### config.mk
export PLATFORM = sky130hd
export DESIGN_NAME = pwm_multi_ch
export DESIGN_NICKNAME = d
export VERILOG_FILES = /design/src/rtl/pwm_multi_ch.sv
export SDC_FILE = /design/constraint.sdc
export NUM_CORES = 1
export LEC_CHECK = 0
export ABC_AREA = 1
export BUFFER_PORTS_ARGS = -buffer_cell sky130_fd_sc_hd__buf_2
export CAP_MARGIN = 20
export CORE_UTILIZATION = 50
export DETAILED_ROUTE_END_ITERATION = 10
export GPL_TIMING_DRIVEN = 0
export PLACE_DENSITY = 0.66
export SYNTH_ARGS = -nofsm -noshare
export SYNTH_HDL_FRONTEND = slang
export SYNTH_SLANG_ARGS = --single-unit
### constraint.sdc
create_clock -name clk -period 3.1 [get_ports clk]
set_input_delay 0.155 -clock clk [delete_from_list [all_inputs] [get_ports clk]]
set_output_delay 0.155 -clock clk [all_outputs]
set_load 0.01 [all_outputs]
### src/rtl/pwm_multi_ch.sv
// N-channel PWM engine: one shared prescaled up/down/center counter feeding per-channel
// compare logic, with double-buffered period/compare/function values behind a byte register bus.
module pwm_multi_ch #(
   parameter int NUM_CH  = 4,
   parameter int CNT_W   = 16,
   parameter int PRESC_W = 8
) (
   input  logic              clk,
   input  logic              rst_n,
   input  logic              read,
   input  logic              write,
   input  logic [5:0]        addr,
   input  logic [7:0]        data_write,
   output logic [7:0]        data_read,
   output logic [CNT_W-1:0]  counter_val,
   output logic              period_tick,
   output logic [NUM_CH-1:0] pwm_out
);

   logic [CNT_W-1:0]   period_stg_q, period_stg_d, period_act_q, period_act_d;
   logic               en_q, en_d, up_q, up_d, center_q, center_d;
   logic [PRESC_W-1:0] presc_val_q, presc_val_d, presc_cnt_q, presc_cnt_d;
   logic [NUM_CH-1:0]  pwm_en_q, pwm_en_d, pwm_q, pwm_d;
   logic [CNT_W-1:0]   cmp1_stg_q [NUM_CH];
   logic [CNT_W-1:0]   cmp1_stg_d [NUM_CH];
   logic [CNT_W-1:0]   cmp2_stg_q [NUM_CH];
   logic [CNT_W-1:0]   cmp2_stg_d [NUM_CH];
   logic [CNT_W-1:0]   cmp1_act_q [NUM_CH];
   logic [CNT_W-1:0]   cmp1_act_d [NUM_CH];
   logic [CNT_W-1:0]   cmp2_act_q [NUM_CH];
   logic [CNT_W-1:0]   cmp2_act_d [NUM_CH];
   logic [7:0]         func_stg_q [NUM_CH];
   logic [7:0]         func_stg_d [NUM_CH];
   logic [2:0]         func_act_q [NUM_CH];
   logic [2:0]         func_act_d [NUM_CH];
   logic [CNT_W-1:0]   cnt_q, cnt_d;
   logic               dir_dn_q, dir_dn_d, ptick_q, ptick_d;
   logic [7:0]         rdata_q, rdata_d;
   logic               tick, pb, load, count_rst, raw;

   // Registers narrower than 16 bits are viewed as a zero-extended L/H byte pair.
   function automatic logic [CNT_W-1:0] wr_byte(input logic [CNT_W-1:0] cur, input logic hi,
                                                input logic [7:0] b);
      logic [15:0] ext;
      ext = 16'(cur);
      if (hi) ext[15:8] = b;
      else    ext[7:0]  = b;
      return ext[CNT_W-1:0];
   endfunction

   function automatic logic [7:0] rd_byte(input logic [CNT_W-1:0] cur, input logic hi);
      logic [15:0] ext;
      ext = 16'(cur);
      return hi ? ext[15:8] : ext[7:0];
   endfunction

   always_comb begin
      period_stg_d = period_stg_q;
      en_d         = en_q;
      up_d         = up_q;
      center_d     = center_q;
      presc_val_d  = presc_val_q;
      pwm_en_d     = pwm_en_q;
      cmp1_stg_d   = cmp1_stg_q;
      cmp2_stg_d   = cmp2_stg_q;
      func_stg_d   = func_stg_q;
      count_rst    = 1'b0;
      rdata_d      = rdata_q;
      if (write) begin
         case (addr)
            6'h00: period_stg_d = wr_byte(period_stg_q, 1'b0, data_write);
            6'h01: period_stg_d = wr_byte(period_stg_q, 1'b1, data_write);
            6'h02: begin
               en_d      = data_write[0];
               up_d      = data_write[1];
               center_d  = data_write[2];
               count_rst = data_write[3];
            end
            6'h03: presc_val_d = data_write[PRESC_W-1:0];
            6'h04: pwm_en_d    = data_write[NUM_CH-1:0];
            default: ;
         endcase
         for (int n = 0; n < NUM_CH; n++) begin
            if (addr == 6'(8 + 6*n))  cmp1_stg_d[n] = wr_byte(cmp1_stg_q[n], 1'b0, data_write);
            if (addr == 6'(9 + 6*n))  cmp1_stg_d[n] = wr_byte(cmp1_stg_q[n], 1'b1, data_write);
            if (addr == 6'(10 + 6*n)) cmp2_stg_d[n] = wr_byte(cmp2_stg_q[n], 1'b0, data_write);
            if (addr == 6'(11 + 6*n)) cmp2_stg_d[n] = wr_byte(cmp2_stg_q[n], 1'b1, data_write);
            if (addr == 6'(12 + 6*n)) func_stg_d[n] = data_write;
         end
      end
      if (read) begin
         rdata_d = 8'h00;
         case (addr)
            6'h00: rdata_d = rd_byte(period_stg_q, 1'b0);
            6'h01: rdata_d = rd_byte(period_stg_q, 1'b1);
            6'h02: rdata_d = {5'b0, center_q, up_q, en_q};
            6'h03: rdata_d = 8'(presc_val_q);
            6'h04: rdata_d = 8'(pwm_en_q);
            6'h05: rdata_d = rd_byte(cnt_q, 1'b0);
            6'h06: rdata_d = rd_byte(cnt_q, 1'b1);
            default: ;
         endcase
         for (int n = 0; n < NUM_CH; n++) begin
            if (addr == 6'(8 + 6*n))  rdata_d = rd_byte(cmp1_stg_q[n], 1'b0);
            if (addr == 6'(9 + 6*n))  rdata_d = rd_byte(cmp1_stg_q[n], 1'b1);
            if (addr == 6'(10 + 6*n)) rdata_d = rd_byte(cmp2_stg_q[n], 1'b0);
            if (addr == 6'(11 + 6*n)) rdata_d = rd_byte(cmp2_stg_q[n], 1'b1);
            if (addr == 6'(12 + 6*n)) rdata_d = func_stg_q[n];
         end
      end
   end

   always_comb begin
      presc_cnt_d = presc_cnt_q;
      cnt_d       = cnt_q;
      dir_dn_d    = dir_dn_q;
      pb          = 1'b0;
      tick        = en_q && (presc_cnt_q >= presc_val_q);
      if (en_q) presc_cnt_d = tick ? '0 : presc_cnt_q + 1'b1;
      if (tick) begin
         if (center_q) begin
            if (!dir_dn_q && (cnt_q < period_act_q)) begin
               cnt_d = cnt_q + 1'b1;
            end else begin
               // Turn around at the top; reaching 0 closes the period and restarts upward.
               cnt_d    = (cnt_q == '0) ? '0 : cnt_q - 1'b1;
               pb       = (cnt_d == '0);
               dir_dn_d = !pb;
            end
         end else if (up_q) begin
            if (cnt_q >= period_act_q) begin
               cnt_d = '0;
               pb    = 1'b1;
            end else begin
               cnt_d = cnt_q + 1'b1;
            end
         end else begin
            if (cnt_q == '0) begin
               cnt_d = period_act_q;
               pb    = 1'b1;
            end else begin
               cnt_d = cnt_q - 1'b1;
            end
         end
      end
      load = pb || !en_q;
      if (count_rst) begin
         presc_cnt_d = '0;
         cnt_d       = '0;
         dir_dn_d    = 1'b0;
         pb          = 1'b0;
         load        = 1'b1;
      end
      ptick_d      = pb;
      period_act_d = load ? period_stg_q : period_act_q;
      for (int n = 0; n < NUM_CH; n++) begin
         cmp1_act_d[n] = load ? cmp1_stg_q[n] : cmp1_act_q[n];
         cmp2_act_d[n] = load ? cmp2_stg_q[n] : cmp2_act_q[n];
         func_act_d[n] = load ? func_stg_q[n][2:0] : func_act_q[n];
      end
   end

   always_comb begin
      pwm_d = '0;
      raw   = 1'b0;
      for (int n = 0; n < NUM_CH; n++) begin
         case (func_act_q[n][1:0])
            2'b00:   raw = cnt_q < cmp1_act_q[n];
            2'b01:   raw = cnt_q >= cmp1_act_q[n];
            2'b10:   raw = (cnt_q >= cmp1_act_q[n]) && (cnt_q < cmp2_act_q[n]);
            default: raw = 1'b0;
         endcase
         pwm_d[n] = pwm_en_q[n] & (raw ^ func_act_q[n][2]);
      end
   end

   always_ff @(posedge clk or negedge rst_n) begin
      if (!rst_n) begin
         period_stg_q <= '0;
         period_act_q <= '0;
         en_q         <= 1'b0;
         up_q         <= 1'b0;
         center_q     <= 1'b0;
         presc_val_q  <= '0;
         presc_cnt_q  <= '0;
         pwm_en_q     <= '0;
         pwm_q        <= '0;
         cnt_q        <= '0;
         dir_dn_q     <= 1'b0;
         ptick_q      <= 1'b0;
         rdata_q      <= '0;
         for (int n = 0; n < NUM_CH; n++) begin
            cmp1_stg_q[n] <= '0;
            cmp2_stg_q[n] <= '0;
            cmp1_act_q[n] <= '0;
            cmp2_act_q[n] <= '0;
            func_stg_q[n] <= '0;
            func_act_q[n] <= '0;
         end
      end else begin
         period_stg_q <= period_stg_d;
         period_act_q <= period_act_d;
         en_q         <= en_d;
         up_q         <= up_d;
         center_q     <= center_d;
         presc_val_q  <= presc_val_d;
         presc_cnt_q  <= presc_cnt_d;
         pwm_en_q     <= pwm_en_d;
         pwm_q        <= pwm_d;
         cnt_q        <= cnt_d;
         dir_dn_q     <= dir_dn_d;
         ptick_q      <= ptick_d;
         rdata_q      <= rdata_d;
         cmp1_stg_q   <= cmp1_stg_d;
         cmp2_stg_q   <= cmp2_stg_d;
         cmp1_act_q   <= cmp1_act_d;
         cmp2_act_q   <= cmp2_act_d;
         func_stg_q   <= func_stg_d;
         func_act_q   <= func_act_d;
      end
   end

   assign data_read   = rdata_q;
   assign counter_val = cnt_q;
   assign period_tick = ptick_q;
   assign pwm_out     = pwm_q;

endmodule
==> metrics.md, run 1 <==
| Metric | Value |
|---|---|
| Status | `finished with violations` |
| Failing checks | `setup timing` |
| Most frequent cells in the layout | `nand2_1 (543), dfrtp_1 (369), inv_1 (287)` |
| Initial Utilization | `51.2%` |
| Worst Hold Class | `primary input to asynchronous set/reset pin` |
| Synth warn | `0` |
| Crit end category | `flop` |
| Port bufs | `46` |
| Simple-gate area share of the yosys netlist | `21.3%` |
| CP required | `3.61 ns` |
| Worst-Skew Late Latency | `0.60 ns` |
| Design Area, Final | `26900 sq um` |
| Synthesized flop and latch total | `385` |
| Fill cells | `3583` |
| Post-DP Area | `23100 sq um` |
| Leak | `12.5 nW` |
| Initial antenna violation count | `2` |
| Multi-input gate area | `11100 sq um` |
| Share of layout cells above drive strength 1 | `22.7%` |
| DR iter-0 viols | `2374` |
| Synthesized Nets | `2751` |
| Multiplexer area fraction after synthesis | `0%` |
| Final hold violations | `0` |
| Vias in the first global route | `18892` |
| Io pins | `47` |
| Worst slew margin | `21.9%` |
| Asr flop ratio synth | `100%` |
| Pwr Density | `799 nW/um^2` |
| WL per Instance | `23.5 um` |
| Number of vias in the routed layout | `20096` |
| CTS Buf Count | `45` |
| Cells after synthesis | `2581` |
| Total GRT Usage | `35.3%` |
| Routability cong. | `0.957` |
| CTS root buf | `clkbuf_16` |
| Post-synth EDFFs | `0` |
| CTS Buffer Depth | `3` |
| Post-Synth Adder-Cell Area | `8.76%` |
| Fin. max-slew vios | `0` |
| Die ar. | `44300 sq um` |
| Main combinational cell family by area after synthesis | `simple AND/OR/NAND/NOR gates` |
| Most common flop cell mapped by yosys | `dfrtp_1` |
| GR Overflow Total | `0` |
| Worst setup SP type | `flop` |
| Avg Vias per Cell | `5.92` |
| # setup viols final | `105` |
| Final period utilization | `103%` |
| Max FO, Critical Path | `10` |
| Clk slew on worst S/H paths | `0.06 ns` |
| Core Area | `42400 sq um` |
| Most common cell after layout, fill and taps aside | `nand2_1` |
| Die W | `210 um` |
| Min Tclk post-route | `3.18 ns` |
| Syn Area/Cell | `8.41 sq um` |
| Maximum clock frequency | `0.315 GHz` |
| Storage cell area | `9680 sq um` |
| WS Path Type | `flop to flop` |
| Syn-to-layout area delta | `23.9%` |
| CTS tree | `built` |
| DR DRC count | `0` |
| H-Tree Depth | `2` |
| Cell Area, Synth | `21700 sq um` |
| First-pass GRT wire length | `115000 um` |
| Largest net degree at the start of global routing | `120` |
| Antenna-violating nets left | `0` |
| Post-synthesis sequential area ratio | `44.4%` |
| Routed WL | `79800 um` |
| Clock sinks | `385` |
| Post-synthesis compound-gate area fraction | `16.2%` |
| Unrepaired setup endpoints after global routing | `true` |
| # nets final | `2954` |
| Count of TritonRoute iterations in the first routing pass | `6` |
| Finished Core Util | `63.4%` |
| PnR worst setup slack | `-0.0790 ns` |
| XOR/XNOR Fraction of Synth Area | `0.887%` |
| Distinct cells, synth | `55` |
| DP HPWL | `53900 um` |
| Die height | `210 um` |
| Number of core rows | `75` |
| Max Cap Viol | `0` |
| Actual slew at the worst max-slew pin | `1.17 ns` |
| Worst VDD drop | `0.533 mV` |
| Worst clock skew | `0.0134 ns` |
| CP arrival | `3.69 ns` |
## worst max-delay path, stage by stage (launching register included)
cell and delay, ns:
dfrtp_4 0.58, nor2_4 0.15, nand3_2 0.12, nor2_2 0.14, and3_4 0.18, buf_6 0.12, inv_6 0.04, o21ai_2 0.05
a21oi_2 0.07, nor4_4 0.35, nand4_2 0.17, o21ai_2 0.18, nand3_4 0.14, nand2_8 0.10, buf_8 0.11, buf_16 0.11
buf_16 0.16, clkbuf_16 0.20, nand2_4 0.05, o21ai_2 0.05
## Yosys cell counts, types with 2 or more instances
cell type	n	area (sq um)
nand2_1	595	2230
dfrtp_1	385	9630
inv_1	291	1090
o21ai_0	240	1200
ha_1	152	1900
nor2_1	125	469
a21oi_1	124	621
nand2_2	105	657
o21ai_2	101	885
nand3_1	73	365
nand4_1	66	413
clkbuf_1	64	240
o21ai_1	53	265
nor3_1	21	105
xor2_1	21	184
or2_2	18	113
o221ai_1	16	140
buf_6	14	158
buf_12	11	220
a211oi_1	9	67.6
o211ai_1	9	67.6
buf_2	8	40.0
o2111ai_1	8	70.1
o22ai_1	8	50.1
inv_2	7	26.3
o21a_1	5	37.5
buf_4	4	30.0
nor2_2	4	25.0
nor3b_1	4	30.0
nor4_1	4	25.0
o31ai_1	4	30.0
or2_1	3	18.8
a21o_1	2	15.0
a31oi_1	2	12.5
buf_8	2	30.0
clkinv_1	2	7.51
nand3_2	2	20.0
nor2_4	2	22.5
## final timing paths
path / cells past startpoint / start / to / slack (ns)
worst max-delay path: 19 / counter_val[8] / cmp2_act_q[45] / -0.08
worst min-delay path: 2 / rst_n / counter_val[7] / 0.08
worst max register to register: 19 / counter_val[8] / cmp2_act_q[45] / -0.08
worst min register to register: 2 / func_stg_q[30] / func_stg_q[30] / 0.49
max in group asynchronous: 3 / rst_n / cmp1_act_q[44] / 2.04
min in group clk: 3 / data_write[0] / func_stg_q[24] / 0.12
## routing by layer
| metal | global-route usage, % | vias up | wire length [um] |
|---|---|---|---|
| li1 | - | 9009 | - |
| met3 | 5.65 | 281 | 7690 |
| met5 | 0 | - | 0 |
| met1 | 48.6 | 9712 | 32200 |
| met2 | 53.3 | 1094 | 34800 |
| met4 | 19.3 | 0 | 5110 |
## report_power, final
| part | switching, mW | leakage (nW) | internal, mW |
|---|---|---|---|
| registers | 0.785 | 5.11 | 5.88 |
| logic | 5.75 | 6.64 | 3.78 |
| clock network | 2.20 | 0.704 | 3.09 |
| total | 8.74 | 12.5 | 12.7 |
## kinds of logic after synthesis
family / count (synthesis)
simple gates: 1031
fa+ha+maj: 152
buf+inv: 403
flops: 385
compound gates: 588
xor+xnor: 22
## metrics by stage
stage               setup TNS [ns]  instances  hold slack (ns)  power (mW)  setup WS [ns]
floorplan                        0       2581           -0.141        11.3          0.297
global placement          -2383.99       3204            0.463        13.7          -5.85
detailed placement         -156.00       3222            0.125        14.6          -1.06
CTS                         -0.119       3354           0.0881        20.5        -0.0189
global route                -14.02       3392            0.118        22.6         -0.143
finish                       -3.48       3393           0.0831        21.5        -0.0790
## layout make-up
class / count / share of cell area [%]
Timing Repair Buffer: 161 / 7.21
Clock buffer: 67 / 4.90
Tap cell: 577 / 2.68
Inverter: 300 / 4.30
Antenna cell: 1 / 0.00930
Buffer: 98 / 3.30
Sequential cell: 385 / 36.0
Multi-Input combinational cell: 1793 / 41.2
Clock inverter: 11 / 0.437
## sequential cells by signal, indices dropped and copies added, names as in the netlist, 12 cells and up
name and flops:
cmp1_act_q 64, cmp1_stg_q 64, cmp2_act_q 64, cmp2_stg_q 64
counter_val 16, func_act_q 12, func_stg_q 32, period_act_q 16
period_stg_q 16
## timing repair
action,4_1_cts,5_1_grt
buffers inserted,49,19
pin swaps,5,16
cloned,3,21
hold buffers,6,0
gates resized for setup,83,229
endpoints found under the setup margin,177,168
endpoints found under the hold margin,66,0
Note: power is estimated with default switching activity, not from simulation.
==> run 2, diff against run 1 <==
- CORE_ASPECT_RATIO: unset -> 1.5
- SETUP_SLACK_MARGIN: unset -> 0.05
==> run 2 against run 1 <==
Effect of this change: the run still ends with setup timing left; routed wire length is 2.2% higher; hold slack worse by 0.046 ns; sequential share of layout area grew 0.72 points; combinational power decreased by 2.2%; via count is 0.77% lower; sequential power hardly changed; final cell count decreased by 0.83%; core utilization decreased by 2.0 points; fmax fell by 1.8%; critical endpoint is now period_act_q[12]; largest power group unchanged.
==> metrics.md, run 2 (synthesis gave the netlist of run 1 again) <==
| Metric | Value |
|---|---|
| Clock sinks | `385` |
| DP HPWL | `55900 um` |
| Pwr Density | `805 nW/um^2` |
| Clk slew on worst S/H paths | `0.07 ns` |
| Port bufs | `46` |
| Met2 wire len | `38500 um` |
| Core Area | `42900 sq um` |
| Logic pwr share | `43.9%` |
| WS Path Type | `flop to flop` |
| Min Tclk post-route | `3.24 ns` |
| WL per Instance | `24.2 um` |
| Unrepaired setup endpoints after global routing | `true` |
| CP arrival | `3.68 ns` |
| CTS Buffer Depth | `3` |
| # diodes | `0` |
| Largest net degree at the start of global routing | `125` |
| Share of layout cells above drive strength 1 | `21.5%` |
| Syn-to-layout area delta | `21.5%` |
| Routability cong. | `1.01` |
| First-pass GRT wire length | `118000 um` |
| Pre-CTS WS | `-0.881 ns` |
| Worst Hold Class | `primary input to asynchronous set/reset pin` |
| Count of TritonRoute iterations in the first routing pass | `6` |
| Metal3 WL | `5830 um` |
| GR Overflow Total | `0` |
| Most common cell after layout, fill and taps aside | `nand2_1` |
| Final TNS setup | `-14.90 ns` |
| DR iter-0 viols | `1751` |
| Initial antenna violation count | `1` |
| Antenna-violating nets left | `0` |
| Sw Share | `41.2%` |
| Max Cap Viol | `0` |
| CTS root buf | `clkbuf_16` |
| # nets final | `2932` |
| Crit end category | `flop` |
| Total GRT Usage | `36.8%` |
| Leak | `12.2 nW` |
| Highest Signal Layer | `met5` |
| Vias in the first global route | `19315` |
| Initial Utilization | `50.6%` |
| # setup viols final | `156` |
| Worst VDD drop | `0.529 mV` |
| Number of core rows | `93` |
| Max FO, Critical Path | `10` |
| Actual slew at the worst max-slew pin | `1.03 ns` |
| Die W | `172 um` |
| Post-DP Area | `23000 sq um` |
| Worst clock skew | `0.0233 ns` |
| Clk network pwr share | `24.6%` |
| Die ar. | `44300 sq um` |
| Reg2Reg Launch Point | `counter_val[1]` |
| Worst setup SP type | `flop` |
| R2R cell count | `19` |
| Register-to-Register Setup Slack | `-0.14 ns` |
| Routed WL | `81600 um` |
| Worst-Skew Late Latency | `0.57 ns` |
| Io pins | `47` |
| Crit-path slowest cell | `dfrtp_2` |
| RR Endpoint | `period_act_q[12]` |
| Final hold violations | `0` |
| Number of vias in the routed layout | `19942` |
| Fin. max-slew vios | `0` |
| Status | `finished with violations` |
| Avg Vias per Cell | `5.93` |
| Cell-internal power | `12.5 mW` |
| Delay of the slowest critical-path stage | `0.44 ns` |
| Final period utilization | `104%` |
| Net switching power | `8.76 mW` |
| CP required | `3.54 ns` |
| DR DRC count | `0` |
| Die height | `257 um` |
| Worst slew margin | `31.7%` |
| Seq pwr share | `31.5%` |
| Failing checks | `setup timing` |
| Most frequent cells in the layout | `nand2_1 (559), dfrtp_1 (369), inv_1 (286)` |
| H-Tree Depth | `2` |
| Design Area, Final | `26400 sq um` |
| PnR worst setup slack | `-0.137 ns` |
| CTS tree | `built` |
| CTS Buf Count | `42` |
| Worst-path cell chain | `buf_16 -> clkinvlp_4 -> ha_4 -> nand2_1 -> nor2_1 -> and3_1 -> buf_6 -> buf_6 -> buf_8 -> a21oi_2 -> nor4_4 -> nand4_4 -> o21ai_2 -> nand3_4 -> buf_12 -> buf_12 -> nand2_8 -> buf_12 -> o21ai_2` |
| Finished Core Util | `61.4%` |
| Routed metal-1 wire length | `30300 um` |
| Maximum clock frequency | `0.309 GHz` |
| Top cell by count, worst path | `buf_12` |
-- run 2: area by class of cell --
type | instances | area [sq um]
Buffer | 102 | 938
Clock buffer | 53 | 1160
Clock inverter | 24 | 251
Fill cell | 3690 | 16600
Inverter | 300 | 1140
Multi-Input combinational cell | 1794 | 10800
Sequential cell | 385 | 9680
Tap cell | 570 | 713
Timing Repair Buffer | 137 | 1650
-- run 2: layer usage --
| layer | track usage, % | up-vias |
|---|---|---|
| met5 | 0 | - |
| met4 | 26.5 | 2 |
| met3 | 6.15 | 337 |
| met2 | 59.2 | 950 |
| met1 | 44.2 | 9732 |
| li1 | - | 8921 |
-- run 2: how the worst max path moves through the flow --
stage / start / end / slack (ns) / depth (start not counted)
2_1_floorplan: counter_val[1] / cmp2_act_q[11] / 0.30 / 16
3_3_place_gp: rst_n / cmp2_act_q[6] / -5.75 / 1
3_5_place_dp: counter_val[2] / func_act_q[8] / -0.88 / 17
4_1_cts: counter_val[1] / cmp2_act_q[26] / -0.17 / 20
5_1_grt: counter_val[6] / func_act_q[1] / -0.24 / 20
6_report: counter_val[1] / period_act_q[12] / -0.14 / 19
-- run 2: what timing repair did --
item	4_1_cts	5_1_grt
gates cloned	9	13
endpoints found under the setup margin	176	177
buffers inserted	40	12
hold buffers	3	0
gates resized for setup	147	122
endpoints found under the hold margin	273	0
pin swaps	14	17
-- run 2: critical path, delay by kind of cell, from the launching register on --
family | cells | cell delay (ns)
adders and majority gates | 1 | 0.17
buffers and inverters | 8 | 1.08
AOI/OAI and AO/OA | 3 | 0.29
and+or+nand+nor | 7 | 1.10
DFF | 1 | 0.44
-- run 2: power groups by stage --
stage,registers (mW),clock network (mW),logic [mW]
2_1_floorplan,6.61,0,4.74
3_3_place_gp,7.47,0,6.33
3_5_place_dp,7.14,0,7.34
4_1_cts,6.68,5.27,8.54
5_1_grt,6.74,5.45,10.1
6_report,6.69,5.23,9.32
-- run 2: metrics by stage --
stage                     power, mW  std cells  hold slack [ns]
after floorplan                11.3       2581           -0.141
after global placement         13.8       3197            0.460
after detailed placement       14.5       3212           0.0344
after CTS                      20.5       3341           0.0250
after global routing           22.3       3365           0.0525
final                          21.2       3365           0.0376
